--- src/rtl/next_pc_predictor.sv ---
// Next-PC predictor: a direct-mapped branch target buffer with a 2-bit
// saturating direction counter per entry. Prediction is combinational from
// registered state. State updates on the falling clock edge so that it lines
// up with the PC register that consumes npc_o.
module next_pc_predictor #(
  parameter int IDX_W = 4
) (
  input  logic        clk_i,
  input  logic        rst_i,
  input  logic [31:0] pc_i,
  input  logic        redirect_i,
  input  logic [31:0] redirect_pc_i,
  input  logic        upd_valid_i,
  input  logic [31:0] upd_pc_i,
  input  logic        upd_taken_i,
  input  logic [31:0] upd_target_i,
  output logic [31:0] npc_o,
  output logic        pred_taken_o,
  output logic [15:0] mispred_cnt_o
);

  localparam int ENTRIES = 1 << IDX_W;
  localparam int TAG_W   = 30 - IDX_W;

  // Table storage. Every entry is cleared by reset and read combinationally,
  // so the table lives in flops rather than block RAM.
  logic             valid_q  [ENTRIES];
  logic [TAG_W-1:0] tag_q    [ENTRIES];
  logic [31:0]      target_q [ENTRIES];
  logic [1:0]       ctr_q    [ENTRIES];

  logic             valid_d  [ENTRIES];
  logic [TAG_W-1:0] tag_d    [ENTRIES];
  logic [31:0]      target_d [ENTRIES];
  logic [1:0]       ctr_d    [ENTRIES];

  logic [15:0] cnt_q;
  logic [15:0] cnt_d;

  // Lookup side
  logic [IDX_W-1:0] lk_idx;
  logic [TAG_W-1:0] lk_tag;
  logic             lk_hit;
  logic             lk_taken;

  // Update side
  logic [IDX_W-1:0] up_idx;
  logic [TAG_W-1:0] up_tag;
  logic             up_hit;
  logic [1:0]       up_ctr_cur;
  logic [1:0]       up_ctr_trained;
  logic [ENTRIES-1:0] wr_sel;

  // Instruction alignment bits never take part in indexing or tagging.
  logic unused_align_bits;
  assign unused_align_bits = ^{pc_i[1:0], upd_pc_i[1:0]};

  assign lk_idx   = pc_i[IDX_W+1:2];
  assign lk_tag   = pc_i[31:IDX_W+2];
  assign lk_hit   = valid_q[lk_idx] && (tag_q[lk_idx] == lk_tag);
  assign lk_taken = lk_hit && ctr_q[lk_idx][1];

  assign up_idx     = upd_pc_i[IDX_W+1:2];
  assign up_tag     = upd_pc_i[31:IDX_W+2];
  assign up_hit     = valid_q[up_idx] && (tag_q[up_idx] == up_tag);
  assign up_ctr_cur = ctr_q[up_idx];

  // Saturating counter step for the entry being trained.
  always_comb begin
    up_ctr_trained = up_ctr_cur;
    if (upd_taken_i) begin
      if (up_ctr_cur != 2'b11) begin
        up_ctr_trained = up_ctr_cur + 2'b01;
      end
    end else begin
      if (up_ctr_cur != 2'b00) begin
        up_ctr_trained = up_ctr_cur - 2'b01;
      end
    end
  end

  // Per-entry write select: a hit always trains the entry, a miss only
  // allocates when the branch was taken (not-taken misses are ignored).
  generate
    for (genvar gi = 0; gi < ENTRIES; gi++) begin : g_wr_sel
      assign wr_sel[gi] = upd_valid_i
                          && (up_idx == IDX_W'(gi))
                          && (up_hit || upd_taken_i);
    end
  endgenerate

  // Next-state for the table; untouched entries hold their contents.
  always_comb begin
    for (int i = 0; i < ENTRIES; i++) begin
      valid_d[i]  = valid_q[i];
      tag_d[i]    = tag_q[i];
      target_d[i] = target_q[i];
      ctr_d[i]    = ctr_q[i];
      if (wr_sel[i]) begin
        if (up_hit) begin
          ctr_d[i] = up_ctr_trained;
          if (upd_taken_i) begin
            target_d[i] = upd_target_i;
          end
        end else begin
          valid_d[i]  = 1'b1;
          tag_d[i]    = up_tag;
          target_d[i] = upd_target_i;
          ctr_d[i]    = 2'b10;
        end
      end
    end
  end

  // Table register; reset wins over any concurrent update.
  always_ff @(negedge clk_i) begin
    for (int i = 0; i < ENTRIES; i++) begin
      if (rst_i) begin
        valid_q[i]  <= 1'b0;
        tag_q[i]    <= '0;
        target_q[i] <= '0;
        ctr_q[i]    <= 2'b01;
      end else begin
        valid_q[i]  <= valid_d[i];
        tag_q[i]    <= tag_d[i];
        target_q[i] <= target_d[i];
        ctr_q[i]    <= ctr_d[i];
      end
    end
  end

  // Redirect counter saturates rather than wrapping.
  assign cnt_d = (redirect_i && (cnt_q != 16'hFFFF)) ? cnt_q + 16'd1 : cnt_q;

  // Redirect counter register.
  always_ff @(negedge clk_i) begin
    if (rst_i) begin
      cnt_q <= 16'd0;
    end else begin
      cnt_q <= cnt_d;
    end
  end

  assign mispred_cnt_o = cnt_q;

  // Next-PC select: reset, then redirect, then predicted-taken target,
  // otherwise the sequential PC (wraps modulo 2^32).
  always_comb begin
    npc_o        = pc_i + 32'd4;
    pred_taken_o = 1'b0;
    if (rst_i) begin
      npc_o = 32'h0;
    end else if (redirect_i) begin
      npc_o = redirect_pc_i;
    end else if (lk_taken) begin
      npc_o        = target_q[lk_idx];
      pred_taken_o = 1'b1;
    end
  end

endmodule

--- config.mk ---
export PLATFORM = sky130hd
export DESIGN_NAME = next_pc_predictor
export DESIGN_NICKNAME = d
export VERILOG_FILES = /design/src/rtl/next_pc_predictor.sv
export SDC_FILE = /design/constraint.sdc
export NUM_CORES = 2
export LEC_CHECK = 0
export ABC_CLOCK_PERIOD_IN_PS = 11250
export CAP_MARGIN = 30
export CELL_PAD_IN_SITES_DETAIL_PLACEMENT = 0
export CELL_PAD_IN_SITES_GLOBAL_PLACEMENT = 1
export CORE_AREA = 5 5 286 358
export CTS_CLUSTER_SIZE = 20
export DETAILED_ROUTE_END_ITERATION = 12
export DIE_AREA = 0 0 291 363
export PLACE_DENSITY = 0.86
export SYNTH_ARGS = -nofsm -noshare
export SYNTH_HDL_FRONTEND = slang
export SYNTH_SLANG_ARGS = --single-unit
--- constraint.sdc ---
create_clock -name clk_i -period 11.25 [get_ports clk_i]
set_input_delay 3.375 -clock clk_i [delete_from_list [all_inputs] [get_ports clk_i]]
set_output_delay 3.375 -clock clk_i [all_outputs]
set_load 0.05 [all_outputs]
After elaboration in Yosys (flattened, before gate mapping)
Memories as Yosys holds them, arrays and structs flattened. Cells that the tools add are included. Widths: inputs -> output; s select.

Memory bits (read-only): 0. Register bits: 16. Memory bits (writable): 976. Logic and storage cells: 464. Latch bits: 0. Bits of input ports: 133. Memories: 4.

Divide/modulo/power cells: 0. $lt $le $gt $ge: 0. Reductions and logical operators: 87. Multiply operators: 0. Equal/unequal tests: 99. Shift-type cells: 0. Add/subtract/negate cells: 4. Bitwise gates (word level): 64. Muxes and demuxes: 205.

Memory list: target_q (words 16, bits a word 32, read ports 1, clocked after memory_dff 0, wr ports 16, RTL line 29) `logic [31:0] target_q [ENTRIES];`; tag_q (words 16, bits a word 26, read ports 2, clocked after memory_dff 0, wr ports 16, RTL line 28) `logic [TAG_W-1:0] tag_q [ENTRIES];`; ctr_q (words 16, bits a word 2, read ports 2, clocked after memory_dff 0, wr ports 16, RTL line 30) `logic [1:0] ctr_q [ENTRIES];`; valid_q (words 16, bits a word 1, read ports 2, clocked after memory_dff 0, wr ports 16, RTL line 27) `logic valid_q [ENTRIES];`.

Operators by type and width (number): $mux 32 (67); $mux 26 (48); $reduce_and 3->1 (32); $mux 2 (36); $or 1x1->1 (64); $mux 1 (54); $eq 26x26->1 (2); $ne 1x1->1 const B (48); $ne 3x3->1 const B (16); $logic_and 1x1->1 (36); $ne 2x2->1 const B (17); $add 32x3->32 const B (1); $eq 4x4->1 const B (8); $reduce_and 2->1 (16); $add 16x1->16 const B (1); $eq 4x3->1 const B (4); $ne 16x16->1 const B (1); $eq 4x2->1 const B (2); $eq 4x1->1 const B (1); $logic_not 4->1 (1); $add 2x1->2 const B (1); $reduce_bool 2->1 (1); $sub 2x1->2 const B (1); $logic_or 1x1->1 (1).

Longest topological paths before layout
An unclocked memory read counts as a cell.

Word-level depth: 8. Depth in mapped cells: 17. Gate-level depth less buffers: 10.

==> impl_metrics.json <==
{
  "status": "complete, but fails checks",
  "violations": "negative setup slack",
  "synth_area_per_cell_sq_um": 14.64,
  "fin_nets": 5234,
  "grt_max_degree": 132,
  "r2r-end": "tag_q[12][6]",
  "r2r_cells": 17,
  "cts_hold_buf": 0,
  "dp_hpwl_um": 115600,
  "io_pins": 182,
  "wl_per_cell_um": 29.24,
  "synthCells": 3479,
  "dieHeight_um": 363,
  "irDropWorstVdd_mv": 0.1602,
  "multi_input_comb_area_sq_mm": 0.02150,
  "power.density_mw_per_mm2": 154.8,
  "cts_inserted_buffers": 102,
  "clk_pin_slew_worst_paths_ps": 70,
  "coreArea_sq_mm": 0.09846,
  "syn_to_final_growth_pct": 37.22,
  "finalSetupViolCount": 960,
  "synth-seq-cells": 992,
  "synth_edf_count": 975,
  "seq_area_sq_mm": 0.02962,
  "netlist_top_cells_area": "edfxtp_1, mux4_2, and2_1, mux2i_1, clkbuf_1",
  "cts.sink_count": 992,
  "yosys_warnings": 0,
  "r2r-start": "tag_q[11][0]",
  "drt_iter0_markers": 5329,
  "ant_nets": 0,
  "critPathMaxFanout": 15,
  "htree_levels": 3,
  "vias_per_cell": 6.147,
  "antenna_found_initial": 8,
  "cp-end-kind": "output port",
  "finClkSkew_ps": 71.87,
  "worst_pin_slew_ps": 975.5,
  "cp_cell_sequence": "mux4_2 > mux2i_1 > buf_4 > xor2_2 > o311a_1 > a22oi_1 > or4b_4 > or3_4 > buf_12 > mux2i_1 > buf_4 > a211oi_4 > buf_12",
  "hold_end": "mispred_cnt_o[9]",
  "fin_ws_ps": -2158,
  "cts_root_buf": "clkbuf_16",
  "start_util_pct": 51.74,
  "synth_top_cell_by_area": "edfxtp_1",
  "grt_pass1_wl_um": 268800,
  "first_pass_iters": 6,
  "insertion_delay_ps": 750,
  "grt_overflow": 0,
  "dieWidth_um": 291,
  "slowest_stage": "or4b_4",
  "syn_area_sq_mm": 0.05094,
  "die-area_sq_mm": 0.1056,
  "drv_slew": 0,
  "r2r_slack_ps": 7350,
  "layout_commonest_cell": "inv_1",
  "syn_nets": 3614,
  "cts_tree": "yes",
  "finalInstanceArea_sq_mm": 0.06990,
  "core.rowCount": 129,
  "critical_path_class": "flip-flop to output port",
  "io_buffers": 179,
  "drive_above_1_share_pct": 29.73,
  "min_from": "mispred_cnt_o[9]",
  "layout_common_cells": "inv_1, edfxtp_1, and2_1, buf_4, mux4_2",
  "fillers": 6190,
  "drcViolationCount": 0,
  "ys_async_sr_fraction_pct": 0,
  "arrival_ps": 10030,
  "synth-main-ff-cell": "edfxtp_1",
  "drv_cap": 0,
  "gp_congestion": 0.9943,
  "leakagePower_nw": 29.36,
  "grt_pass1_vias": 43227,
  "finalHoldViolCount": 0,
  "num_vias": 39972,
  "grt_usage_pct": 34.89,
  "ys_seq_area_share_pct": 58.14,
  "cp-start-kind": "flip-flop",
  "synth_top_area_share_pct": 57.48,
  "clk_path_buf_depth": 3,
  "slowest_delay_ps": 540,
  "drt_wl_total_um": 190100,
  "hold_class": "flip-flop to flip-flop",
  "max_slew_margin_pct": 34.97,
  "holdPathStages": 2,
  "place_area_sq_mm": 0.06002,
  "cp.required_ps": 7880,
  "synth.distinct_cells": 76,
  "post-place-ws_ps": -1569,
  "rsz0062_at_grt": "yes"
}
[worst max-delay path by stage]
stage                   from          end  slack (ps)
4_1_cts         tag_q[4][16]    npc_o[30]       -2060
2_1_floorplan   tag_q[3][16]    npc_o[24]       -1020
3_5_place_dp     upd_pc_i[2]  tag_q[5][1]       -1570
5_1_grt         tag_q[3][11]    npc_o[26]       -2200
3_3_place_gp   tag_q[14][22]    npc_o[24]       -1490
6_report       tag_q[10][10]    npc_o[30]       -2160
[metal layers]
metal	vias up	global-route usage (%)	wire (um)
li1	16367	-	-
met1	19579	38.41	59450
met2	3119	56.13	90450
met3	901	12.27	24000
met4	6	26.08	16180
met5	-	0	37
[power by group]
group,switching (mW),total [mW],internal (mW)
registers,0.0896,4.38,4.29
logic,0.708,1.32,0.614
clock network,2.54,5.12,2.58
[timing repair]
item	CTS	global route
endpoints found under the hold margin	0	0
gates resized for setup	217	122
setup buffers	45	43
pin swaps	87	22
setup endpoints to repair	960	960
gates cloned	20	7
[critical path, delay by kind of cell, from the launching register on]
kind	cells	cell delay, ps
AND/OR/NAND/NOR	2	920
multiplexers	3	800
buffers and inverters	4	740
AO/OA/AOI/OAI	3	610
flip-flops	1	430
XOR/XNOR	1	130
[stage by stage]
step	instances	total power, mW	util (%)	hold slack (ps)	setup TNS (ps)
after floorplan	3479	5.542	-	444.7	-817750
after global placement	5205	6.113	60.92	492.2	-1439320
after detailed placement	5207	6.142	60.96	510.3	-1499440
after CTS	6453	10.81	70.10	514.6	-653130
after global routing	6497	11.41	70.98	555.7	-716040
final	6503	10.82	71.00	513.8	-671540
[logic make-up after synthesis]
group,Yosys count,synth area share (%)
adders and majority gates,2,0.04912
buffers and inverters,338,2.947
AOI/OAI and AO/OA,242,3.328
DFF,992,58.14
muxes,514,18.90
and+or+nand+nor,1303,15.12
xor gates and xnor gates,88,1.513
[synth_stat cells (29+ instances only)]
library cell	count
a21oi_1	50
and2_1	939
buf_2	67
clkbuf_1	208
edfxtp_1	975
mux2i_1	144
mux4_2	341
nand2_1	91
nand3_1	40
nor2_1	91
nor2b_1	29
o21ai_0	29
xnor2_1	39
xor2_1	49
[state kept, by name (all words and copies together), names as in the netlist]
signal / cells
valid_q: 16
mispred_cnt_o: 16
ctr_q: 32
tag_q: 416
target_q: 512
[area by class of cell]
type | instances | area share, %
Multi-Input combinational cell | 2149 | 30.76
Timing Repair Buffer | 841 | 13.92
Inverter | 21 | 0.1163
Clock inverter | 1081 | 6.809
Sequential cell | 992 | 42.37
Tap cell | 1310 | 2.345
Antenna cell | 7 | 0.02506
Clock buffer | 102 | 3.651
Power figures use the tool's default switching activity.
